--- src/rtl/pattern_fifo_if.sv ---
// Handshake/data bundle between the sequencer FSM (master) and pattern_fifo (slave).
interface pattern_fifo_if #(
  parameter int unsigned DATA_WIDTH = 8,
  parameter int unsigned DEPTH      = 16
);
  localparam int unsigned CW = $clog2(DEPTH) + 1;

  logic                  clear;
  logic                  wr_en;
  logic [DATA_WIDTH-1:0] wr_data;
  logic                  rd_en;
  logic [DATA_WIDTH-1:0] rd_data;
  logic                  empty;
  logic                  full;
  logic [CW-1:0]         count;
  logic                  overflow;
  logic                  underflow;

  modport master (
    output clear, wr_en, wr_data, rd_en,
    input  rd_data, empty, full, count, overflow, underflow
  );

  modport slave (
    input  clear, wr_en, wr_data, rd_en,
    output rd_data, empty, full, count, overflow, underflow
  );
endinterface

--- src/rtl/pattern_fifo.sv ---
// Synchronous pattern FIFO with registered read data and occupancy counter.
// Optional sticky overflow/underflow flags under macro PATTERN_FIFO_ERR_FLAGS_EN.
module pattern_fifo #(
  parameter int unsigned DATA_WIDTH = 8,
  parameter int unsigned DEPTH      = 16
) (
  input logic           clk,
  input logic           rst_n,
  pattern_fifo_if.slave bus
);
  localparam int unsigned AW = $clog2(DEPTH);
  localparam int unsigned CW = AW + 1;

  logic [DATA_WIDTH-1:0] mem_q [DEPTH];
  logic [AW-1:0]         wr_ptr_q, wr_ptr_d;
  logic [AW-1:0]         rd_ptr_q, rd_ptr_d;
  logic [CW-1:0]         count_q, count_d;
  logic [DATA_WIDTH-1:0] rd_data_q, rd_data_d;
  logic                  empty_c, full_c, wr_acc_c, rd_acc_c;

  assign empty_c  = (count_q == '0);
  assign full_c   = (count_q == CW'(DEPTH));
  // A read on a full FIFO frees the slot the simultaneous write needs.
  assign wr_acc_c = bus.wr_en && (!full_c || bus.rd_en);
  assign rd_acc_c = bus.rd_en && !empty_c;

  always_comb begin
    wr_ptr_d  = wr_ptr_q;
    rd_ptr_d  = rd_ptr_q;
    count_d   = count_q;
    rd_data_d = rd_data_q;
    if (bus.clear) begin
      wr_ptr_d  = '0;
      rd_ptr_d  = '0;
      count_d   = '0;
      rd_data_d = '0;
    end else begin
      if (wr_acc_c) wr_ptr_d = wr_ptr_q + AW'(1);
      if (rd_acc_c) begin
        rd_ptr_d  = rd_ptr_q + AW'(1);
        rd_data_d = mem_q[rd_ptr_q];
      end
      if (wr_acc_c && !rd_acc_c)      count_d = count_q + CW'(1);
      else if (rd_acc_c && !wr_acc_c) count_d = count_q - CW'(1);
    end
  end

  always_ff @(posedge clk or negedge rst_n) begin
    if (!rst_n) begin
      wr_ptr_q  <= '0;
      rd_ptr_q  <= '0;
      count_q   <= '0;
      rd_data_q <= '0;
    end else begin
      wr_ptr_q  <= wr_ptr_d;
      rd_ptr_q  <= rd_ptr_d;
      count_q   <= count_d;
      rd_data_q <= rd_data_d;
    end
  end

  // Storage array carries no reset; contents are don't-care after a flush.
  always_ff @(posedge clk) begin
    if (wr_acc_c && !bus.clear) mem_q[wr_ptr_q] <= bus.wr_data;
  end

  assign bus.rd_data = rd_data_q;
  assign bus.count   = count_q;
  assign bus.empty   = empty_c;
  assign bus.full    = full_c;

`ifdef PATTERN_FIFO_ERR_FLAGS_EN
  logic overflow_q, overflow_d;
  logic underflow_q, underflow_d;

  always_comb begin
    overflow_d  = overflow_q;
    underflow_d = underflow_q;
    if (bus.clear) begin
      overflow_d  = 1'b0;
      underflow_d = 1'b0;
    end else begin
      if (bus.wr_en && full_c && !bus.rd_en) overflow_d  = 1'b1;
      if (bus.rd_en && empty_c)              underflow_d = 1'b1;
    end
  end

  always_ff @(posedge clk or negedge rst_n) begin
    if (!rst_n) begin
      overflow_q  <= 1'b0;
      underflow_q <= 1'b0;
    end else begin
      overflow_q  <= overflow_d;
      underflow_q <= underflow_d;
    end
  end

  assign bus.overflow  = overflow_q;
  assign bus.underflow = underflow_q;
`else
  assign bus.overflow  = 1'b0;
  assign bus.underflow = 1'b0;
`endif
endmodule

--- src/flat_wrapper.sv ---
// flat-port wrapper written by rule: the top's interface ports become plain ports
module pattern_fifo_flat 
#(
  parameter int unsigned DATA_WIDTH = 8,
  parameter int unsigned DEPTH      = 16
)
  (clk, rst_n, bus_clear, bus_wr_en, bus_wr_data, bus_rd_en, bus_rd_data, bus_empty, bus_full, bus_count, bus_overflow, bus_underflow);
  pattern_fifo_if #(.DATA_WIDTH(DATA_WIDTH), .DEPTH(DEPTH)) bus_i ();
  input logic clk;
  input logic rst_n;
  input wire logic [$bits(bus_i.clear)-1:0] bus_clear;
  input wire logic [$bits(bus_i.wr_en)-1:0] bus_wr_en;
  input wire logic [$bits(bus_i.wr_data)-1:0] bus_wr_data;
  input wire logic [$bits(bus_i.rd_en)-1:0] bus_rd_en;
  output wire logic [$bits(bus_i.rd_data)-1:0] bus_rd_data;
  output wire logic [$bits(bus_i.empty)-1:0] bus_empty;
  output wire logic [$bits(bus_i.full)-1:0] bus_full;
  output wire logic [$bits(bus_i.count)-1:0] bus_count;
  output wire logic [$bits(bus_i.overflow)-1:0] bus_overflow;
  output wire logic [$bits(bus_i.underflow)-1:0] bus_underflow;
  assign bus_i.clear = bus_clear;
  assign bus_i.wr_en = bus_wr_en;
  assign bus_i.wr_data = bus_wr_data;
  assign bus_i.rd_en = bus_rd_en;
  assign bus_rd_data = bus_i.rd_data;
  assign bus_empty = bus_i.empty;
  assign bus_full = bus_i.full;
  assign bus_count = bus_i.count;
  assign bus_overflow = bus_i.overflow;
  assign bus_underflow = bus_i.underflow;
  pattern_fifo #(.DATA_WIDTH(DATA_WIDTH), .DEPTH(DEPTH)) u_core (.clk(clk), .rst_n(rst_n), .bus(bus_i));
endmodule
--- config.mk ---
export PLATFORM = sky130hd
export DESIGN_NAME = pattern_fifo_flat
export DESIGN_NICKNAME = d
export VERILOG_FILES = /design/src/rtl/pattern_fifo_if.sv /design/src/rtl/pattern_fifo.sv /design/src/flat_wrapper.sv
export SDC_FILE = /design/constraint.sdc
export NUM_CORES = 1
export LEC_CHECK = 0
export ABC_CLOCK_PERIOD_IN_PS = 3090
export CAP_MARGIN = 20
export CORE_MARGIN = 2
export CORE_UTILIZATION = 35
export CTS_CLUSTER_DIAMETER = 100
export DETAILED_ROUTE_END_ITERATION = 10
export GPL_TIMING_DRIVEN = 0
export PLACE_DENSITY_LB_ADDON = 0.2
export SLEW_MARGIN = 5
export SYNTH_ARGS = -nofsm -noshare
export SYNTH_HDL_FRONTEND = slang
export SYNTH_SLANG_ARGS = --single-unit
--- constraint.sdc ---
create_clock -name clk -period 3.09 [get_ports clk]
set_clock_uncertainty 0.05 [all_clocks]
set_input_delay 0.7725 -clock clk [delete_from_list [all_inputs] [get_ports clk]]
set_output_delay 0.7725 -clock clk [all_outputs]
set_load 0.01 [all_outputs]
---- Word level (Yosys, flattened, before mapping) ----
Memory sizes are Yosys's and may differ from the RTL's.
Cells that the tools add are included.
cells by class
  equal/unequal tests ..................... 1
  multiplexer cells ....................... 11
  reductions and logical operators ........ 15
  $add $sub $neg .......................... 4
operator list
  operator                                           number
  two-way mux 4 bit                                  4
  two-way mux 8 bit                                  2
  two-way mux 5 bit                                  3
  adder 4 x 1 -> 4 bit (second input constant)       2
  adder 5 x 1 -> 5 bit (second input constant)       1
  equality test 5 bit (second input constant)        1
  logical AND 1 bit                                  5
  zero test 1 bit                                    5
  zero test 5 bit                                    1
  subtractor 5 x 1 -> 5 bit (second input constant)  1
  nonzero test 2 bit                                 2
  nonzero test 3 bit                                 1
  two-way mux 1 bit                                  2
  logical OR 1 bit                                   1
storage, ports and cells
  word-level logic and storage cells ...... 36
  bits in registers ....................... 21
  memory bits (writable) .................. 128
  memories kept ........................... 1
  output and inout bits ................... 17
  input port bits ......................... 13
memory list
  name          words  bits a word  read ports  clocked after Yosys merged registers in  write ports  RTL line            source
  u_core.mem_q  16     8            1           0                                        1            pattern_fifo.sv:14  logic [DATA_WIDTH-1:0] mem_q [DEPTH];

---- Longest topological paths before layout ----
Gate-level depths: netlist of the first run.
  depth in word-level cells ............... 9
  gate-level depth with buffers ........... 8

---- Worst setup path after synthesis of the first run ----
No wires, ideal clock.
  path type ............................... input-to-reg
  start ................................... in bus_rd_en
  end ..................................... mem u_core.mem_q[1][0] (enable)
  arrival ................................. 2.307 ns
  required time ........................... 2.657 ns
  cell stages on the path ................. 5
  library setup time ...................... 0.383 ns
  slack ................................... 0.350 ns
  path through ............................ clkbuf_1 -> nor2b_1 -> a211oi_1 -> nand2_1 -> nor3_1
on the way
  word-level cells in the longest chain between the ends .. 5
ends and longest elaborated chain
  what                                     RTL line            source
  start: declaration                       flat_wrapper.sv:14  input wire logic [$bits(bus_i.rd_en)-1:0] bus_rd_en;
  logical OR 1 bit                         pattern_fifo.sv:24  assign wr_acc_c = bus.wr_en && (!full_c || bus.rd_en);
  logical AND 1 bit                        pattern_fifo.sv:24
  logical AND 1 bit                        pattern_fifo.sv:64  if (wr_acc_c && !bus.clear) mem_q[wr_ptr_q] <= bus.wr_data;
  two-way mux 1 bit                        pattern_fifo.sv:64
  two-way mux 1 bit (not written as such)  pattern_fifo.sv:64
  end: declaration                         pattern_fifo.sv:14
Every way passes these cells.

---- Worst setup path after layout of the first run ----
  start ................................... reg u_core.count_q[1], in the netlist u_core.bus.count[1]
  end ..................................... out bus_full
on the way
  word-level cells in the longest chain between the ends .. 1
ends and longest elaborated chain
  what                      RTL line            source
  start: declaration        pattern_fifo.sv:17  logic [CW-1:0] count_q, count_d;
  start signal: assignment  pattern_fifo.sv:57  count_q <= count_d;
  equality test 5 bit       pattern_fifo.sv:22  assign full_c = (count_q == CW'(DEPTH));
  end: declaration          flat_wrapper.sv:17  output wire logic [$bits(bus_i.full)-1:0] bus_full;
Every way passes these cells.

==> results.ini, run 1 <==
[cts]
htree_levels = 4
cts.sinks = 149
cts.path.max_buffers = 2
clk_latency_ns = 0.42
cts_root_buf = clkbuf_16
cts_setup_buffers = 0
cts_tree = yes
cts-buffers-inserted = 17
clk_pin_slew_worst_paths_ns = 0.06

[global_routing]
grt_pass1_wl_mm = 20.14
antenna_found_initial = 0
track_usage_pct = 15.39
grt_overflow = 0
grt_pass1_vias = 3312
grt_max_degree = 22

[timing]
layout_min_cycle_time_ns = 2.921
setup_violations = 0
fin_hold_ws_ns = 0.5216
tns_ns = 0
timing.final.ws_setup_ns = 0.1695
tightest_slew_ns = 1.032
slew_headroom_pct = 30.94
fmax_mhz = 342.4
slew_viol_final = 0
rsz0062_at_grt = no
finalCritPeriodShare_pct = 94.52
hold_viol_final = 0

[yosys]
ys_top_cells_by_area = edfxtp_1, mux4_2, dfrtp_1, mux2i_1, o221ai_2
yosys_warnings = 0
avgSynthCellArea_um2 = 18.53
synth-main-ff-cell = edfxtp_1
synth_cell_types = 46
synthCells = 337
yosys.area.top_type = edfxtp_1
synth_edf_count = 128
synth_seq_cells = 149
synthArstFlopShare_pct = 14.09
synth_top_area_share_pct = 61.55
seq_area_frac_synth_pct = 69.97
syn_area_um2 = 6245

[hold_path]
min_delay_path_depth = 2
hold_class = flop to flop

[route]
drt_wl_total_mm = 13.32
drc = 0
drt_iter0_drc = 219
final_antenna_net_count = 0
vias = 3180
wl_per_cell_um = 21.41
vias_per_cell = 5.113
drt_pre_antenna_iters = 4

[place]
port_buffers = 25
dp_worst_setup_slack_ns = -0.2236
dp_cells = 589
gp_congestion = 0.7377
hpwl_mm = 8.408

[cells_and_area]
multi_input_area_um2 = 1755
diodes = 0
area_growth_pct = 18.87
seq_area_um2 = 4372
fin_cells = 622
nets = 407
fillCellCount = 1508
drive_gt1_share_pct = 24.43

[worst_setup_path]
slowest_delay_ns = 0.53
critical_path_required_ns = 2.27
path_class = flop to output port
cp_max_fo = 7
cp.arrival_ns = 2.10
critPathCaptureType = output port
rr_worst_depth = 8
startpoint_type = flop
critical_path.slowest_cell = clkdlybuf4s50_1
worstPathCellList = nor4_2, and2_1, clkdlybuf4s50_1

[flow_run]
cap_violations = 0

[power_and_ir_drop]
vdd.ir_drop.worst_mv = 0.5031
leakage_nw = 2.412
p_per_area_nw_per_um2 = 727.2

[outcome]
status = finished clean

[die]
die_area_um2 = 18930
io_pins = 30
dieWidth_um = 137.6
die_h_um = 137.6
num_rows = 48
start_util_pct = 35.98
core_um2 = 17360

## stage by stage
step	power (mW)	utilization, %	area [um2]
after global routing	5.631	42.77	7423
after global placement	3.401	39.06	6780
after detailed placement	3.427	39.22	6808
final	5.398	42.77	7423
after floorplan	3.054	-	6248
after CTS	5.450	42.58	7391
## per-layer routing
metal  global-route usage [%]  vias to the layer above  wire [um]
li1                         -                     1437          -
met1                    19.52                     1650       5756
met2                    25.70                       83       6700
met3                    4.157                       10        671
met4                    4.983                        0        189
met5                        0                        -          0
## layout by cell type, fill, tap and decap left out, types with 3 or more instances in the layout
cell type        Yosys  layout
clkdlybuf4s50_1      0      24
nor2_1              23      23
clkbuf_16            0      17
clkbuf_1            10      13
o221ai_2             8       8
buf_2                6       6
dfrtp_1             21      19
buf_6                4       4
nand3b_1             9       9
nand2_1              5       5
mux2i_1             18      18
nand2b_1             3       3
ha_1                 9       9
inv_1                5       5
mux4_2              32      32
a21oi_1              5       5
buf_4                2       3
a211oi_1             3       3
xnor2_1              4       4
xor2_1               3       3
edfxtp_1           128     128
nor3_2               0       4
mux2_2               3       3
nand3_1              5       5
## registers in the layout, indices dropped and copies added (netlist names)
signal              flops
u_core.bus.count        5
u_core.rd_ptr_q         4
u_core.mem_q          128
u_core.bus.rd_data      8
u_core.wr_ptr_q         4
## cell families after synthesis
group	count (synthesis)	share of synthesized area, %
xor+xnor	7	0.9818
compound gates	29	4.428
mux	53	14.97
fa+ha+maj	10	2.124
simple gates	60	5.069
buf+inv	28	2.404
other cells	1	0.06005
flops	149	69.97
## worst paths after layout
path | start | to | slack (ns)
min in group asynchronous | rst_n | u_core.bus.count[4] | 0.59
hold / removal | u_core.bus.rd_data[5] | u_core.bus.rd_data[5] | 0.52
setup / recovery | u_core.bus.count[1] | bus_full | 0.17
setup reg to reg | u_core.bus.count[1] | u_core.bus.count[4] | 0.40
max in group asynchronous | rst_n | u_core.bus.count[0] | 1.98
hold reg to reg | u_core.bus.rd_data[5] | u_core.bus.rd_data[5] | 0.52
## cell usage after synthesis, types with 2 or more instances
cell / n
a211oi_1: 3
a21o_1: 2
a21oi_1: 5
buf_2: 6
buf_4: 2
buf_6: 4
clkbuf_1: 10
dfrtp_1: 21
edfxtp_1: 128
ha_1: 9
inv_1: 5
mux2_2: 3
mux2i_1: 18
mux4_2: 32
nand2_1: 5
nand2b_1: 3
nand3_1: 5
nand3b_1: 9
nor2_1: 23
nor2b_1: 2
nor3_1: 4
o211ai_1: 2
o221ai_2: 8
xnor2_1: 4
xor2_1: 3
## where the power goes
part           internal [mW]  leakage, nW  switching, mW
clock                   1.21        0.277          0.802
combinational          0.507        0.704          0.501
sequential              2.28         1.43         0.0971
## worst max-delay path: cells and delay by family, from the launching register on
kind                   cells  cell delay [ns]
buffers and inverters      1             0.53
and+or+nand+nor            2             0.68
DFF                        1             0.47
## what timing repair did
action / CTS / global route
setup endpoints to repair: 1 / 1
hold buffers: 0 / 0
resized for setup: 1 / 3
## area by class of cell
cell class / count / share of cell area, %
sequential: 149 / 58.89
multi-input combinational: 161 / 23.65
clock buffer: 21 / 6.068
timing repair buffer: 27 / 3.877
tap: 225 / 3.792
buffer: 23 / 1.770
clock inverter: 11 / 1.702
inverter: 5 / 0.2528
Note: power is estimated with default switching activity, not from simulation.
==> run 2, diff against run 1 <==
- CORE_MARGIN: 2 -> not set
==> results.ini, run 2 (synthesized netlist as in run 1, its figures left out) <==
[flow_run]
cap_violations = 0

[cells_and_area]
seq_area_um2 = 4372
nets = 409
mostFrequentLayoutCell = edfxtp_1
largest_reg_flops = 128
final_cell_mix = edfxtp_1, mux4_2, clkdlybuf4s50_1
utilization_pct = 42.87
diodes = 0
multi_input_area_um2 = 1755
drive_gt1_share_pct = 24.69
area_growth_pct = 19.15
fillCellCount = 1520
max_flop_register = u_core.mem_q

[hold_path]
hold_class = flop to flop

[route]
final_antenna_net_count = 0
drt_iter0_drc = 227
drt_wl_total_mm = 12.92
vias = 3128
drc = 0
vias_per_cell = 5.029
drt_pre_antenna_iters = 4
wl_per_cell_um = 20.77

[timing]
fmax_mhz = 332.6
slew_viol_final = 0
hold_viol_final = 0
slew_headroom_pct = 36.37
layout_min_cycle_time_ns = 3.007
finalCritPeriodShare_pct = 97.30
rsz0062_at_grt = no
tns_ns = 0
setup_violations = 0
tightest_slew_ns = 0.9510

[cts]
cts_tree = yes
cts-buffers-inserted = 17
clk_pin_slew_worst_paths_ns = 0.06
postCtsHoldBufs = 0
cts_root_buf = clkbuf_16
htree_levels = 4
clk_latency_ns = 0.41
cts.sinks = 149
cts.path.max_buffers = 2

[worst_setup_path]
startpoint_type = flop
critPathCaptureType = output port
path_class = flop to output port
cp_max_fo = 8
critical_path_required_ns = 2.27
cp.arrival_ns = 2.18

[power_and_ir_drop]
leakage_nw = 2.419
p_per_area_nw_per_um2 = 735.1
p_int_mw = 4.133
p_clk_share_pct = 38.1
p_switching_mw = 1.337
switching_share_pct = 24.44
vdd.ir_drop.worst_mv = 0.3900
total_power_mw = 5.470
seqPwrFrac_pct = 43.3
p_comb_share_pct = 18.6

[global_routing]
grt_pass1_vias = 3336
antenna_found_initial = 0
grt_max_degree = 22
grt_overflow = 0
grt_pass1_wl_mm = 20.09
track_usage_pct = 15.72

[die]
io_pins = 30
die_area_um2 = 18380
num_rows = 48
dieWidth_um = 135.6
core_um2 = 17360
die_h_um = 135.6
start_util_pct = 35.98

[place]
port_buffers = 25
gp_congestion = 0.7683
hpwl_mm = 8.361

[outcome]
status = finished clean

## run 2: cell types whose count changed in the layout (fill, tap and decap cells not counted)
cell             before  now
buf_16                1    0
buf_4                 3    5
buf_8                 0    1
bufinv_16             2    4
clkbuf_8              1    0
clkdlybuf4s50_1      24   25
clkinv_1              1    0
clkinv_2              2    4
clkinvlp_4            2    0
dlymetal6s2s_1        1    0
inv_6                 1    0
inv_8                 1    0
## run 2: power groups by stage
stage / Clock, mW / Sequential (mW) / Combinational (mW)
after detailed placement: 0 / 2.41 / 1.01
after floorplan: 0 / 2.41 / 0.648
after CTS: 2.12 / 2.37 / 1.02
final: 2.08 / 2.37 / 1.02
after global routing: 2.20 / 2.38 / 1.12
after global placement: 0 / 2.40 / 0.995
## run 2: path summary, 6_finish.rpt
check	startpoint	to	slack, ns	cells after the start
min	u_core.bus.rd_data[2]	u_core.bus.rd_data[2]	0.51	2
max	u_core.bus.count[0]	bus_empty	0.08	4
min reg2reg	u_core.bus.rd_data[2]	u_core.bus.rd_data[2]	0.51	2
max reg2reg	u_core.bus.count[1]	u_core.bus.count[4]	0.40	8
min in group asynchronous	rst_n	u_core.bus.count[4]	0.54	1
max in group asynchronous	rst_n	u_core.bus.count[1]	2.03	2
## run 2: layout make-up
cell class | count | share of cell area, %
well taps | 225 | 3.783
flip-flops and latches | 149 | 58.75
plain buffers | 23 | 1.766
inverters | 5 | 0.2522
clock buffers | 20 | 5.869
clock inverters | 10 | 2.119
multi-input cells | 161 | 23.59
repair buffers | 29 | 3.867
## run 2: per-stage QoR
step                      worst slack (ns)  area (um2)  hold slack, ns  cells
after floorplan                     0.3501        6248          0.4269    338
after global placement             -0.6929        6780          0.5004    588
after detailed placement           -0.2942        6808          0.5065    589
after CTS                          0.01963        7408          0.5194    619
after global routing              0.008932        7441          0.5314    622
final                              0.08336        7441          0.5094    622
## run 2: what timing repair did
item / in CTS / in global routing
resized for setup: 1 / 2
endpoints found under the setup margin: 1 / 1
buffers inserted: 0 / 2
## run 2: worst max-delay path, cell delays in order (launching register included)
cell             delay [ns]
dfrtp_2                0.47
or4_4                  0.53
buf_6                  0.15
nor2_1                 0.08
clkdlybuf4s50_1        0.53
## run 2: per-layer routing
layer	routed length [um]	track usage [%]	vias up	part of all wire, %
met4	225	7.116	0	1.7
met1	5763	19.95	1609	45
met5	0	0	-	0
met2	6518	25.54	70	50
met3	412	3.629	16	3.2
li1	-	-	1433	-
==> run 3, diff against run 2 <==
- CORE_UTILIZATION: 35 -> 45
==> results.ini, run 3 (synthesized netlist as in run 1, its figures left out) <==
[global_routing]
use_met3_pct = 5.276
track_usage_pct = 19.01
grt.met1_usage_pct = 25.62
grt_max_degree = 22
antenna_found_initial = 0
grt.met2_usage_pct = 28.94
grt_overflow = 0
busiest_layer = met2
grt_pass1_wl_mm = 18.93
grt_pass1_vias = 3256

[worst_setup_path]
critPathBufInv = 1
timing.rr.end = u_core.mem_q[0][4]
cp.arrival_ns = 2.05
reg2reg_from = u_core.bus.count[4]
startpoint_type = flop
critPathCaptureType = output port
crit_start = u_core.bus.count[1]
worstPathCellList = nor4_2, and2_1, clkdlybuf4s50_1
critical_path_required_ns = 2.27
path_class = flop to output port
rrSetupSlack_ns = 0.49
rr_worst_depth = 5
critical_path.slowest_cell = clkdlybuf4s50_1
slowest_delay_ns = 0.53
cp_max_fo = 7
crit_family = simple AND/OR/NAND/NOR gates

[route]
drt_wl_total_mm = 12.06
drt_iter0_drc = 280
final_antenna_net_count = 0
vias_per_cell = 5.508
drt_pre_antenna_iters = 4
wl_per_cell_um = 21.04
drc = 0
vias = 3156

[die]
start_util_pct = 46.60
core_um2 = 13400
dieWidth_um = 119.8
die_h_um = 119.8
num_rows = 42
io_pins = 30
die_area_um2 = 14350

[cells_and_area]
seq_area_um2 = 4372
max_flop_register = u_core.mem_q
stdcell_area_um2 = 7372
diodes = 0
final_cell_mix = edfxtp_1, mux4_2, clkdlybuf4s50_1
fillCellCount = 1053
mostFrequentLayoutCell = edfxtp_1
multi_input_area_um2 = 1755
nets = 407
utilization_pct = 55.01
largest_reg_flops = 128
drive_gt1_share_pct = 24.43
area_growth_pct = 18.05

[timing]
layout_min_cycle_time_ns = 2.874
finalCritPeriodShare_pct = 93.00
setup_violations = 0
timing.final.ws_setup_ns = 0.2162
tns_ns = 0
rsz0062_at_grt = no
tightest_slew_ns = 0.9779
fmax_mhz = 348.0
hold_viol_final = 0
slew_viol_final = 0
slew_headroom_pct = 34.45

[power_and_ir_drop]
p_per_area_nw_per_um2 = 734.7
leakage_nw = 2.426
vdd.ir_drop.worst_mv = 0.4528

[hold_path]
hold_class = flop to flop
hold-path-endpoint = u_core.bus.rd_data[7]
min_delay_path_depth = 2
min_from = u_core.bus.rd_data[7]

[cts]
clk_latency_ns = 0.42
htree_levels = 4
cts_tree = yes
clk_pin_slew_worst_paths_ns = 0.06
cts_setup_buffers = 0
cts.sinks = 149
cts-buffers-inserted = 17
cts.path.max_buffers = 2
cts_root_buf = clkbuf_16

[outcome]
status = finished clean

[place]
dp_worst_setup_slack_ns = -0.2082
port_buffers = 25
placed_area_um2 = 6739
hpwl_mm = 7.842
gp_congestion = 0.7377

[flow_run]
cap_violations = 0

==> run 3: cell types whose count changed in the layout (fill, tap and decap cells not counted) <==
cell and change:
clkdlybuf4s50_1 -1, clkbuf_8 +2, buf_4 -3, buf_6 +1
bufinv_16 -1, clkbuf_1 +1, dlymetal6s2s_1 +1
==> run 3: worst max-delay path by stage <==
| stage | depth (start not counted) | to | slack [ns] |
|---|---|---|---|
| finish | 3 | bus_full | 0.22 |
| detailed placement | 4 | u_core.mem_q[10][3] | -0.21 |
| global route | 3 | bus_full | 0.09 |
| global placement | 4 | u_core.mem_q[3][3] | -0.62 |
| CTS | 3 | bus_full | 0.005 |
| floorplan | 5 | u_core.mem_q[1][0] | 0.35 |
==> run 3: layout make-up <==
type                    count  area share, %
multi-input cells         161          23.81
inverters                   5         0.2546
well taps                 176          2.987
flip-flops and latches    149          59.30
clock inverters             9          1.731
clock buffers              23          6.348
repair buffers             27          3.785
plain buffers              23          1.782
==> run 3: worst min-delay path, stage by stage (launching register included) <==
cell,delay (ns)
dfrtp_1,0.35
nand3b_1,0.09
o221ai_2,0.06
==> run 3: power breakdown <==
part / internal, mW / total, mW / switching [mW]
combinational: 0.504 / 0.984 / 0.480
clock: 1.31 / 2.06 / 0.754
sequential: 2.28 / 2.37 / 0.0910
==> run 3: per-stage QoR <==
| stage | power (mW) | cells | hold slack (ns) |
|---|---|---|---|
| after CTS | 5.465 | 571 | 0.4855 |
| after detailed placement | 3.396 | 539 | 0.4728 |
| after global placement | 3.379 | 539 | 0.4716 |
| after floorplan | 3.054 | 338 | 0.4269 |
| after global routing | 5.652 | 573 | 0.5176 |
| final | 5.416 | 573 | 0.4852 |
==> run 3: metal layers <==
layer  part of all wire, %  up-vias
met4                   1.2        0
met2                    49       91
met5                     0        -
met3                   5.0       10
li1                      -     1437
met1                    44     1618
==> run 3: repair_timing <==
action / in CTS / in global routing
endpoints found under the setup margin: 0 / 2
gates resized for setup: 0 / 4
hold buffers: 0 / 0
